===== config.mk =====
export PLATFORM = sky130hd
export DESIGN_NAME = cmp_feeder_flat
export DESIGN_NICKNAME = d
export VERILOG_FILES = /design/src/rtl/cmp_feeder_if.sv /design/src/rtl/cmp_feeder.sv /design/src/flat_wrapper.sv
export SDC_FILE = /design/constraint.sdc
export NUM_CORES = 2
export LEC_CHECK = 0
export BUFFER_PORTS_ARGS = -buffer_cell sky130_fd_sc_hd__buf_2
export CAP_MARGIN = 40
export CORE_ASPECT_RATIO = 1.75
export CORE_MARGIN = 2
export CORE_UTILIZATION = 55
export CTS_BUF_LIST = sky130_fd_sc_hd__clkbuf_8
export DETAILED_ROUTE_END_ITERATION = 16
export PLACE_DENSITY = 0.72
export SLEW_MARGIN = 25
export SYNTH_ARGS = -nofsm -noshare
export SYNTH_HDL_FRONTEND = slang
export SYNTH_SLANG_ARGS = --single-unit

===== constraint.sdc =====
create_clock -name clk -period 4.7 [get_ports clk]
set_input_delay 0.94 -clock clk [delete_from_list [all_inputs] [get_ports clk]]
set_output_delay 0.94 -clock clk [all_outputs]
set_load 0.05 [all_outputs]

===== src/rtl/cmp_feeder_if.sv =====
// cmp_feeder_if -- groups the load, control and comparator-facing signals of cmp_feeder.
// master: the feeder itself. slave: the environment (loader, controller and comparator).
interface cmp_feeder_if;
  // Bitmap loading
  logic        load_valid;
  logic [23:0] load_row;
  logic        load_ready;
  // Feed control
  logic        go;
  logic        busy;
  logic        cmp_start;
  // Data slices towards the comparator
  logic [63:0] bitcolumn;
  logic [23:0] bitrowtop;
  logic [23:0] bitrowbot;
  logic        nextcolumnready;
  logic        nextrowtopready;
  logic        nextrowbotready;
  logic        lastcolumn;
  // Comparator feedback
  logic        nextcolumn;
  logic        nextrowtop;
  logic        nextrowbot;
  logic        cmp_done;
  logic [15:0] cmp_result;
  // Outcome
  logic [15:0] result;
  logic        result_valid;
  logic        timeout_err;

  modport master (
    input  load_valid, load_row, go, nextcolumn, nextrowtop, nextrowbot, cmp_done, cmp_result,
    output load_ready, busy, cmp_start, bitcolumn, bitrowtop, bitrowbot,
           nextcolumnready, nextrowtopready, nextrowbotready, lastcolumn,
           result, result_valid, timeout_err
  );

  modport slave (
    output load_valid, load_row, go, nextcolumn, nextrowtop, nextrowbot, cmp_done, cmp_result,
    input  load_ready, busy, cmp_start, bitcolumn, bitrowtop, bitrowbot,
           nextcolumnready, nextrowtopready, nextrowbotready, lastcolumn,
           result, result_valid, timeout_err
  );
endinterface


===== src/rtl/cmp_feeder.sv =====
// cmp_feeder -- holds a 64x24 bitmap and streams it to a slice comparator over three
// independent channels: columns (0..23), rows from the top (0..63) and rows from the
// bottom (63..0). Each channel sends a slice, then waits for the comparator's request
// level to drop and rise again before sending the next one.
// Optional watchdog: define CMP_FEEDER_TIMEOUT_EN to abort a stalled feed.
module cmp_feeder (
  input  logic         clk,
  input  logic         rst_n,
  cmp_feeder_if.master bus
);

  typedef enum logic [1:0] {IDLE, START, FEED} top_e;
  typedef enum logic [2:0] {CH_IDLE, CH_SEND, CH_WAITLOW, CH_WAITHIGH, CH_DONE} ch_e;

  logic [23:0] mem_q [64];

  top_e        state_q, state_d;
  logic [5:0]  wptr_q, wptr_d;
  logic        loaded_q, loaded_d;
  ch_e         colst_q, colst_d, topst_q, topst_d, botst_q, botst_d;
  logic [4:0]  col_q, col_d;
  logic [5:0]  top_q, top_d, bot_q, bot_d;
  logic [63:0] bitcol_q, bitcol_d;
  logic [23:0] bittop_q, bittop_d, bitbot_q, bitbot_d;
  logic        rdyc_q, rdyc_d, rdyt_q, rdyt_d, rdyb_q, rdyb_d;
  logic        last_q, last_d;
  logic [15:0] result_q, result_d;
  logic        rv_q, rv_d;
`ifdef CMP_FEEDER_TIMEOUT_EN
  logic [7:0]  wd_q, wd_d;
  logic        tmo_q, tmo_d;
`endif

  // Channel sequencing shared by all three channels.
  function automatic ch_e ch_step(input ch_e st, input logic req, input logic final_idx);
    ch_e nxt;
    nxt = st;
    case (st)
      CH_SEND:     nxt = CH_WAITLOW;
      CH_WAITLOW:  if (!req) nxt = CH_WAITHIGH;
      CH_WAITHIGH: if (req) nxt = final_idx ? CH_DONE : CH_SEND;
      default:     nxt = st;
    endcase
    return nxt;
  endfunction

  // True when a channel moves on to its next slice index.
  function automatic logic ch_adv(input ch_e st, input logic req, input logic final_idx);
    return (st == CH_WAITHIGH) && req && !final_idx;
  endfunction

  // Bitmap storage: rows are only written while idle, so reads during a feed are stable.
  always_ff @(posedge clk) begin
    if (state_q == IDLE && bus.load_valid) mem_q[wptr_q] <= bus.load_row;
  end

  // Next-state logic for the top FSM, the channel FSMs and the registered outputs.
  always_comb begin
    state_d  = state_q;
    wptr_d   = wptr_q;
    loaded_d = loaded_q;
    colst_d  = colst_q;
    topst_d  = topst_q;
    botst_d  = botst_q;
    col_d    = col_q;
    top_d    = top_q;
    bot_d    = bot_q;
    bitcol_d = bitcol_q;
    bittop_d = bittop_q;
    bitbot_d = bitbot_q;
    last_d   = last_q;
    result_d = result_q;
    rv_d     = 1'b0;
`ifdef CMP_FEEDER_TIMEOUT_EN
    wd_d     = wd_q;
    tmo_d    = tmo_q;
`endif

    case (state_q)
      IDLE: begin
        if (bus.load_valid) begin
          wptr_d = wptr_q + 6'd1;
          if (wptr_q == 6'd63) loaded_d = 1'b1;
        end
        // go sees the loaded flag as it was before any write in this same cycle
        if (bus.go && loaded_q) state_d = START;
      end
      START: begin
        state_d = FEED;
        col_d   = 5'd0;
        top_d   = 6'd0;
        bot_d   = 6'd63;
        last_d  = 1'b0;
        colst_d = CH_SEND;
        topst_d = CH_SEND;
        botst_d = CH_SEND;
`ifdef CMP_FEEDER_TIMEOUT_EN
        wd_d    = 8'd0;
        tmo_d   = 1'b0;
`endif
      end
      FEED: begin
        colst_d = ch_step(colst_q, bus.nextcolumn, col_q == 5'd23);
        topst_d = ch_step(topst_q, bus.nextrowtop, top_q == 6'd63);
        botst_d = ch_step(botst_q, bus.nextrowbot, bot_q == 6'd0);
        if (ch_adv(colst_q, bus.nextcolumn, col_q == 5'd23)) col_d = col_q + 5'd1;
        if (ch_adv(topst_q, bus.nextrowtop, top_q == 6'd63)) top_d = top_q + 6'd1;
        if (ch_adv(botst_q, bus.nextrowbot, bot_q == 6'd0))  bot_d = bot_q - 6'd1;
`ifdef CMP_FEEDER_TIMEOUT_EN
        // any slice handed out counts as progress
        if (rdyc_q || rdyt_q || rdyb_q) wd_d = 8'd0;
        else                             wd_d = wd_q + 8'd1;
        if (!bus.cmp_done && wd_d == 8'hFF) begin
          tmo_d   = 1'b1;
          state_d = IDLE;
          colst_d = CH_IDLE;
          topst_d = CH_IDLE;
          botst_d = CH_IDLE;
        end
`endif
        // the comparator's verdict ends the feed whatever the channels are doing
        if (bus.cmp_done) begin
          result_d = bus.cmp_result;
          rv_d     = 1'b1;
          state_d  = IDLE;
          colst_d  = CH_IDLE;
          topst_d  = CH_IDLE;
          botst_d  = CH_IDLE;
        end
      end
      default: state_d = IDLE;
    endcase

    // Slice data and its ready pulse are registered together on entry to SEND.
    rdyc_d = (colst_d == CH_SEND);
    rdyt_d = (topst_d == CH_SEND);
    rdyb_d = (botst_d == CH_SEND);
    if (rdyc_d) begin
      for (int r = 0; r < 64; r++) bitcol_d[r] = mem_q[r][col_d];
      if (col_d == 5'd23) last_d = 1'b1;
    end
    if (rdyt_d) bittop_d = mem_q[top_d];
    if (rdyb_d) bitbot_d = mem_q[bot_d];
  end

  // State and output registers, all cleared by the asynchronous reset.
  always_ff @(posedge clk or negedge rst_n) begin
    if (!rst_n) begin
      state_q  <= IDLE;
      wptr_q   <= 6'd0;
      loaded_q <= 1'b0;
      colst_q  <= CH_IDLE;
      topst_q  <= CH_IDLE;
      botst_q  <= CH_IDLE;
      col_q    <= 5'd0;
      top_q    <= 6'd0;
      bot_q    <= 6'd63;
      bitcol_q <= '0;
      bittop_q <= '0;
      bitbot_q <= '0;
      rdyc_q   <= 1'b0;
      rdyt_q   <= 1'b0;
      rdyb_q   <= 1'b0;
      last_q   <= 1'b0;
      result_q <= '0;
      rv_q     <= 1'b0;
`ifdef CMP_FEEDER_TIMEOUT_EN
      wd_q     <= 8'd0;
      tmo_q    <= 1'b0;
`endif
    end else begin
      state_q  <= state_d;
      wptr_q   <= wptr_d;
      loaded_q <= loaded_d;
      colst_q  <= colst_d;
      topst_q  <= topst_d;
      botst_q  <= botst_d;
      col_q    <= col_d;
      top_q    <= top_d;
      bot_q    <= bot_d;
      bitcol_q <= bitcol_d;
      bittop_q <= bittop_d;
      bitbot_q <= bitbot_d;
      rdyc_q   <= rdyc_d;
      rdyt_q   <= rdyt_d;
      rdyb_q   <= rdyb_d;
      last_q   <= last_d;
      result_q <= result_d;
      rv_q     <= rv_d;
`ifdef CMP_FEEDER_TIMEOUT_EN
      wd_q     <= wd_d;
      tmo_q    <= tmo_d;
`endif
    end
  end

  assign bus.load_ready      = (state_q == IDLE);
  assign bus.busy            = (state_q != IDLE);
  assign bus.cmp_start       = (state_q == START);
  assign bus.bitcolumn       = bitcol_q;
  assign bus.bitrowtop       = bittop_q;
  assign bus.bitrowbot       = bitbot_q;
  assign bus.nextcolumnready = rdyc_q;
  assign bus.nextrowtopready = rdyt_q;
  assign bus.nextrowbotready = rdyb_q;
  assign bus.lastcolumn      = last_q;
  assign bus.result          = result_q;
  assign bus.result_valid    = rv_q;
`ifdef CMP_FEEDER_TIMEOUT_EN
  assign bus.timeout_err     = tmo_q;
`else
  assign bus.timeout_err     = 1'b0;
`endif

endmodule


===== src/flat_wrapper.sv =====
// flat-port wrapper written by rule: the top's interface ports become plain ports
module cmp_feeder_flat 
  (clk, rst_n, bus_load_valid, bus_load_row, bus_go, bus_nextcolumn, bus_nextrowtop, bus_nextrowbot, bus_cmp_done, bus_cmp_result, bus_load_ready, bus_busy, bus_cmp_start, bus_bitcolumn, bus_bitrowtop, bus_bitrowbot, bus_nextcolumnready, bus_nextrowtopready, bus_nextrowbotready, bus_lastcolumn, bus_result, bus_result_valid, bus_timeout_err);
  cmp_feeder_if bus_i ();
  input  logic clk;
  input  logic rst_n;
  input wire logic [$bits(bus_i.load_valid)-1:0] bus_load_valid;
  input wire logic [$bits(bus_i.load_row)-1:0] bus_load_row;
  input wire logic [$bits(bus_i.go)-1:0] bus_go;
  input wire logic [$bits(bus_i.nextcolumn)-1:0] bus_nextcolumn;
  input wire logic [$bits(bus_i.nextrowtop)-1:0] bus_nextrowtop;
  input wire logic [$bits(bus_i.nextrowbot)-1:0] bus_nextrowbot;
  input wire logic [$bits(bus_i.cmp_done)-1:0] bus_cmp_done;
  input wire logic [$bits(bus_i.cmp_result)-1:0] bus_cmp_result;
  output wire logic [$bits(bus_i.load_ready)-1:0] bus_load_ready;
  output wire logic [$bits(bus_i.busy)-1:0] bus_busy;
  output wire logic [$bits(bus_i.cmp_start)-1:0] bus_cmp_start;
  output wire logic [$bits(bus_i.bitcolumn)-1:0] bus_bitcolumn;
  output wire logic [$bits(bus_i.bitrowtop)-1:0] bus_bitrowtop;
  output wire logic [$bits(bus_i.bitrowbot)-1:0] bus_bitrowbot;
  output wire logic [$bits(bus_i.nextcolumnready)-1:0] bus_nextcolumnready;
  output wire logic [$bits(bus_i.nextrowtopready)-1:0] bus_nextrowtopready;
  output wire logic [$bits(bus_i.nextrowbotready)-1:0] bus_nextrowbotready;
  output wire logic [$bits(bus_i.lastcolumn)-1:0] bus_lastcolumn;
  output wire logic [$bits(bus_i.result)-1:0] bus_result;
  output wire logic [$bits(bus_i.result_valid)-1:0] bus_result_valid;
  output wire logic [$bits(bus_i.timeout_err)-1:0] bus_timeout_err;
  assign bus_i.load_valid = bus_load_valid;
  assign bus_i.load_row = bus_load_row;
  assign bus_i.go = bus_go;
  assign bus_i.nextcolumn = bus_nextcolumn;
  assign bus_i.nextrowtop = bus_nextrowtop;
  assign bus_i.nextrowbot = bus_nextrowbot;
  assign bus_i.cmp_done = bus_cmp_done;
  assign bus_i.cmp_result = bus_cmp_result;
  assign bus_load_ready = bus_i.load_ready;
  assign bus_busy = bus_i.busy;
  assign bus_cmp_start = bus_i.cmp_start;
  assign bus_bitcolumn = bus_i.bitcolumn;
  assign bus_bitrowtop = bus_i.bitrowtop;
  assign bus_bitrowbot = bus_i.bitrowbot;
  assign bus_nextcolumnready = bus_i.nextcolumnready;
  assign bus_nextrowtopready = bus_i.nextrowtopready;
  assign bus_nextrowbotready = bus_i.nextrowbotready;
  assign bus_lastcolumn = bus_i.lastcolumn;
  assign bus_result = bus_i.result;
  assign bus_result_valid = bus_i.result_valid;
  assign bus_timeout_err = bus_i.timeout_err;
  cmp_feeder u_core (.clk(clk), .rst_n(rst_n), .bus(bus_i));
endmodule

==> run summary <==
### Floorplanning
- **count of boundary I/O pins** 185
- **Starting Density** 55.32%
- **Row Count** 198
- **Total Die Area** 170600 sq um
- **die extent in y** 544.9 um
- **Die X-Extent** 313.1 um
- **Std-Cell Core Area** 166200 sq um

### Logic synthesis
- **Post-Synth Adder-Cell Area** 0.09524%
- **post-synthesis instance area** 91960 sq um
- **cells taking the most area after synthesis** sky130_fd_sc_hd__edfxtp_1, sky130_fd_sc_hd__nand2_1, sky130_fd_sc_hd__mux4_2, sky130_fd_sc_hd__mux2i_1, sky130_fd_sc_hd__dfrtp_1
- **Compound-Gate Fraction of Synth Area** 14.63%
- **part of the Yosys area used for sequential elements** 54.73%
- **synthesized netlist cell count** 8138
- **simple-gate area share of the yosys netlist** 13.84%
- **post-synth cell types** 86
- **Async S/R FF share, synth** 9.859%
- **share of synthesized area spent on multiplexers** 13.35%
- **predominant post-synthesis flop cell** sky130_fd_sc_hd__edfxtp_1
- **register bit count reported by yosys** 1704
- **Yosys warnings** 0
- **area leader, netlist** sky130_fd_sc_hd__edfxtp_1
- **main combinational cell family by area after synthesis** compound AO/OA/AOI/OAI gates
- **share of Yosys cell area claimed by the top area cell type** 50.15%
- **Mean Syn Cell Area** 11.30 sq um
- **net count of the mapped netlist** 8193
- **xor/xnor share of the synthesized area** 0.05714%
- **EDFF count, synth** 1536

### Worst setup path
- **CP required** 5.63 ns
- **crit-path most repeated cell** sky130_fd_sc_hd__nand2_1
- **arrival time of data at the critical path endpoint** 5.69 ns
- **number of buffer and inverter instances along the worst setup path** 4
- **register-to-register setup slack** -0.06 ns
- **stage delay of the slowest cell on the critical path** 0.65 ns
- **crit path capture type** flip-flop
- **series of cell instances along the critical path** inv_1, ha_1, buf_4, nand2_1, a2111oi_4, nor3_4, clkinv_8, buf_12, nand2_1, nand3_1, a31oi_1, o221ai_1, a211o_1
- **critical path start-end classification** reg -> reg
- **Worst Setup Start Kind** flip-flop
- **critical path fanouts, max** 97
- **cell with the largest stage delay on the worst path** sky130_fd_sc_hd__a31oi_1
- **family with the most delay on the worst path** compound AO/OA/AOI/OAI gates

### Worst hold path
- **class of the worst hold path** in -> reg

### GRT
- **first-pass GRT wire length** 620.0 mm
- **Global Route Usage Sum** 52.59%
- **vias in the first global route** 80230
- **Remaining Overflow, GRT** 0
- **largest net degree at the start of global routing** 104
- **initial antenna violation count** 62

### Clocking
- **Bufs on Longest Clock Path** 4
- **clock insertion delay at the later pin of the skew report** 1.07 ns
- **root buffer selected by CTS** sky130_fd_sc_hd__clkbuf_8
- **clock-pin slew reported for the worst setup and hold paths after clock tree synthesis** 0.07 ns
- **TritonCTS clock tree** done
- **H-tree depth** 4
- **Inserted Clock Buffers** 247
- **sink count of the clock tree** 1704

### Drt
- **first-pass iteration count of the detailed router** 13
- **total wirelength of the detailed-routed design** 451.5 mm
- **Routed met1 length** 128.4 mm
- **Via density** 7.656
- **metal3 WL** 55.61 mm
- **Iter 0 DRT Violations** 14480
- **DRC violations left** 0
- **mean routed wirelength per cell** 41.30 um
- **detailed route wirelength on metal2** 201.2 mm
- **Detail Route Antenna Nets** 0
- **top layer reached by signal wires** met5
- **via count** 83700

### Outcome
- **failing checks** setup timing
- **status** complete, but fails checks

### Final layout
- **post-layout instance count excluding filler cells** 10930
- **area grow syn2layout** 13.72%
- **FILL cells** 13300
- **core utilization of the finished layout** 62.91%
- **final net count** 8535
- **fraction of final layout cells sized beyond drive strength 1** 20.03%

### Timing
- **final hold violation count** 0
- **skew final** 0.08910 ns
- **post-layout worst setup margin** -0.06096 ns
- **worst slew margin relative to its limit** 31.58%
- **Final period util** 101.3%
- **shortest period the worst path allows** 4.761 ns
- **Setup violations, final** 2
- **highest clock frequency the design can meet** 0.2100 GHz
- **total negative slack** -0.07035 ns
- **Slew @ Worst Pin** 1.026 ns
- **Max Slew Vio Count** 0

### Pwr
- **maximum vdd drop** 0.0004699 V
- **Design Power** 46.44 mW
- **pwr/cell area** 444.1 nW/um^2
- **standby leakage power** 37.02 nW

### Placed design
- **pre-CTS setup slack** -0.2594 ns
- **GP Congestion** 1.101
- **Detail Placement HPWL** 311.6 mm
- **Port Buffers** 183
- **placed cell count** 10410

### Run
- **max-capacitance violation count** 0

[state kept, by name (all words and copies together) (netlist names)]
register                    flops
u_core.bus.nextcolumnready      1
u_core.bus.lastcolumn           1
u_core.mem_q                 1536
u_core.bus.result_valid         1
u_core.bus.nextrowbotready      1
u_core.topst_q                  3
u_core.colst_q                  3
u_core.top_q                    6
u_core.state_q                  2
u_core.loaded_q                 1
u_core.botst_q                  3
u_core.bus.bitcolumn           64
u_core.bus.nextrowtopready      1
u_core.col_q                    5
u_core.bus.bitrowbot           24
u_core.bus.bitrowtop           24
u_core.bot_q                    6
u_core.bus.result              16
u_core.wptr_q                   6
[placed cells by master, fill, tap and decap left out, types with 89 or more instances in the layout]
cell	synthesis	final
sky130_fd_sc_hd__nand2_1	1947	1945
sky130_fd_sc_hd__edfxtp_1	1536	1536
sky130_fd_sc_hd__buf_4	8	530
sky130_fd_sc_hd__mux2i_1	464	459
sky130_fd_sc_hd__a31oi_1	321	319
sky130_fd_sc_hd__a21oi_1	317	316
sky130_fd_sc_hd__clkbuf_8	0	283
sky130_fd_sc_hd__a211oi_1	280	280
sky130_fd_sc_hd__mux4_2	268	268
sky130_fd_sc_hd__and2_1	262	262
sky130_fd_sc_hd__buf_2	122	185
sky130_fd_sc_hd__dfrtp_1	162	162
sky130_fd_sc_hd__nand3_1	165	160
sky130_fd_sc_hd__mux2_2	141	141
sky130_fd_sc_hd__a22oi_1	136	136
sky130_fd_sc_hd__a32oi_1	117	117
sky130_fd_sc_hd__and3_1	102	101
sky130_fd_sc_hd__nor3_1	100	94
sky130_fd_sc_hd__o22ai_1	93	93
sky130_fd_sc_hd__buf_12	0	91
sky130_fd_sc_hd__a311oi_1	89	89
[what timing repair did]
action / CTS / global route
endpoints found under the setup margin: 4 / 14
gates cloned: 0 / 0
buffers inserted: 0 / 1
pin swaps: 0 / 1
resized for setup: 4 / 10
endpoints found under the hold margin: 55 / 0
hold buffers: 1 / 0
[path summary, 6_finish.rpt]
| check | startpoint | end | depth (start not counted) |
|---|---|---|---|
| hold reg to reg | u_core.bus.result[3]$_DFFE_PN0P_ | u_core.bus.result[3]$_DFFE_PN0P_ | 1 |
| min in group asynchronous | rst_n | u_core.bus.bitcolumn[62]$_DFFE_PN0N_ | 2 |
| max in group asynchronous | rst_n | u_core.bus.bitcolumn[22]$_DFFE_PN0N_ | 3 |
| hold / removal | bus_cmp_result[13] | u_core.bus.result[13]$_DFFE_PN0P_ | 2 |
| setup reg to reg | u_core.state_q[0]$_DFFE_PN0P_ | u_core.bus.bitrowbot[13]$_DFFE_PN0N_ | 13 |
| setup / recovery | u_core.state_q[0]$_DFFE_PN0P_ | u_core.bus.bitrowbot[13]$_DFFE_PN0N_ | 13 |
[final cells by class]
class / instances / area [sq um] / share of cell area (%)
sequential: 1704 / 50340 / 48.13
multi-input combinational: 5679 / 39150 / 37.44
timing repair buffer: 824 / 7008 / 6.701
clock buffer: 283 / 3895 / 3.724
tap: 2200 / 2753 / 2.632
clock inverter: 175 / 1210 / 1.157
inverter: 24 / 120.1 / 0.1149
antenna: 43 / 107.6 / 0.1029
[stage by stage]
step / hold WS, ns / cell area, sq um
detailed placement: 0.4906 / 98990
floorplan: 0.4653 / 91960
global route: 0.1627 / 104500
finish: 0.1618 / 104600
CTS: 0.1591 / 104100
global placement: 0.4817 / 98820
[cells by family after synthesis]
kind of cell,after synthesis
AND/OR/NAND/NOR,2902
adder cells (fa/ha/maj),7
other,1
AO/OA/AOI/OAI,1889
multiplexers,874
XOR/XNOR,6
buffers and inverters,755
flip-flops,1704
[cells in the mapped netlist (136+ instances only)]
cell / number
sky130_fd_sc_hd__nand2_1: 1947
sky130_fd_sc_hd__edfxtp_1: 1536
sky130_fd_sc_hd__clkbuf_1: 553
sky130_fd_sc_hd__mux2i_1: 464
sky130_fd_sc_hd__a31oi_1: 321
sky130_fd_sc_hd__a21oi_1: 317
sky130_fd_sc_hd__a211oi_1: 280
sky130_fd_sc_hd__mux4_2: 268
sky130_fd_sc_hd__and2_1: 262
sky130_fd_sc_hd__nand3_1: 165
sky130_fd_sc_hd__dfrtp_1: 162
sky130_fd_sc_hd__nor2_1: 149
sky130_fd_sc_hd__mux2_2: 141
sky130_fd_sc_hd__a22oi_1: 136
[report_power, final]
group	switching [mW]	internal [mW]	leakage, nW
Clock	6.22	6.47	2.88
Combinational	10.8	4.40	18.2
Sequential	1.11	17.5	15.9
[per-layer routing]
metal | global-route usage (%) | vias to the layer above
met2 | 80.81 | 8044
met5 | 0.7670 | -
met4 | 58.49 | 28
met1 | 52.25 | 40450
li1 | - | 32180
met3 | 19.12 | 2996
Power figures use the tool's default switching activity.
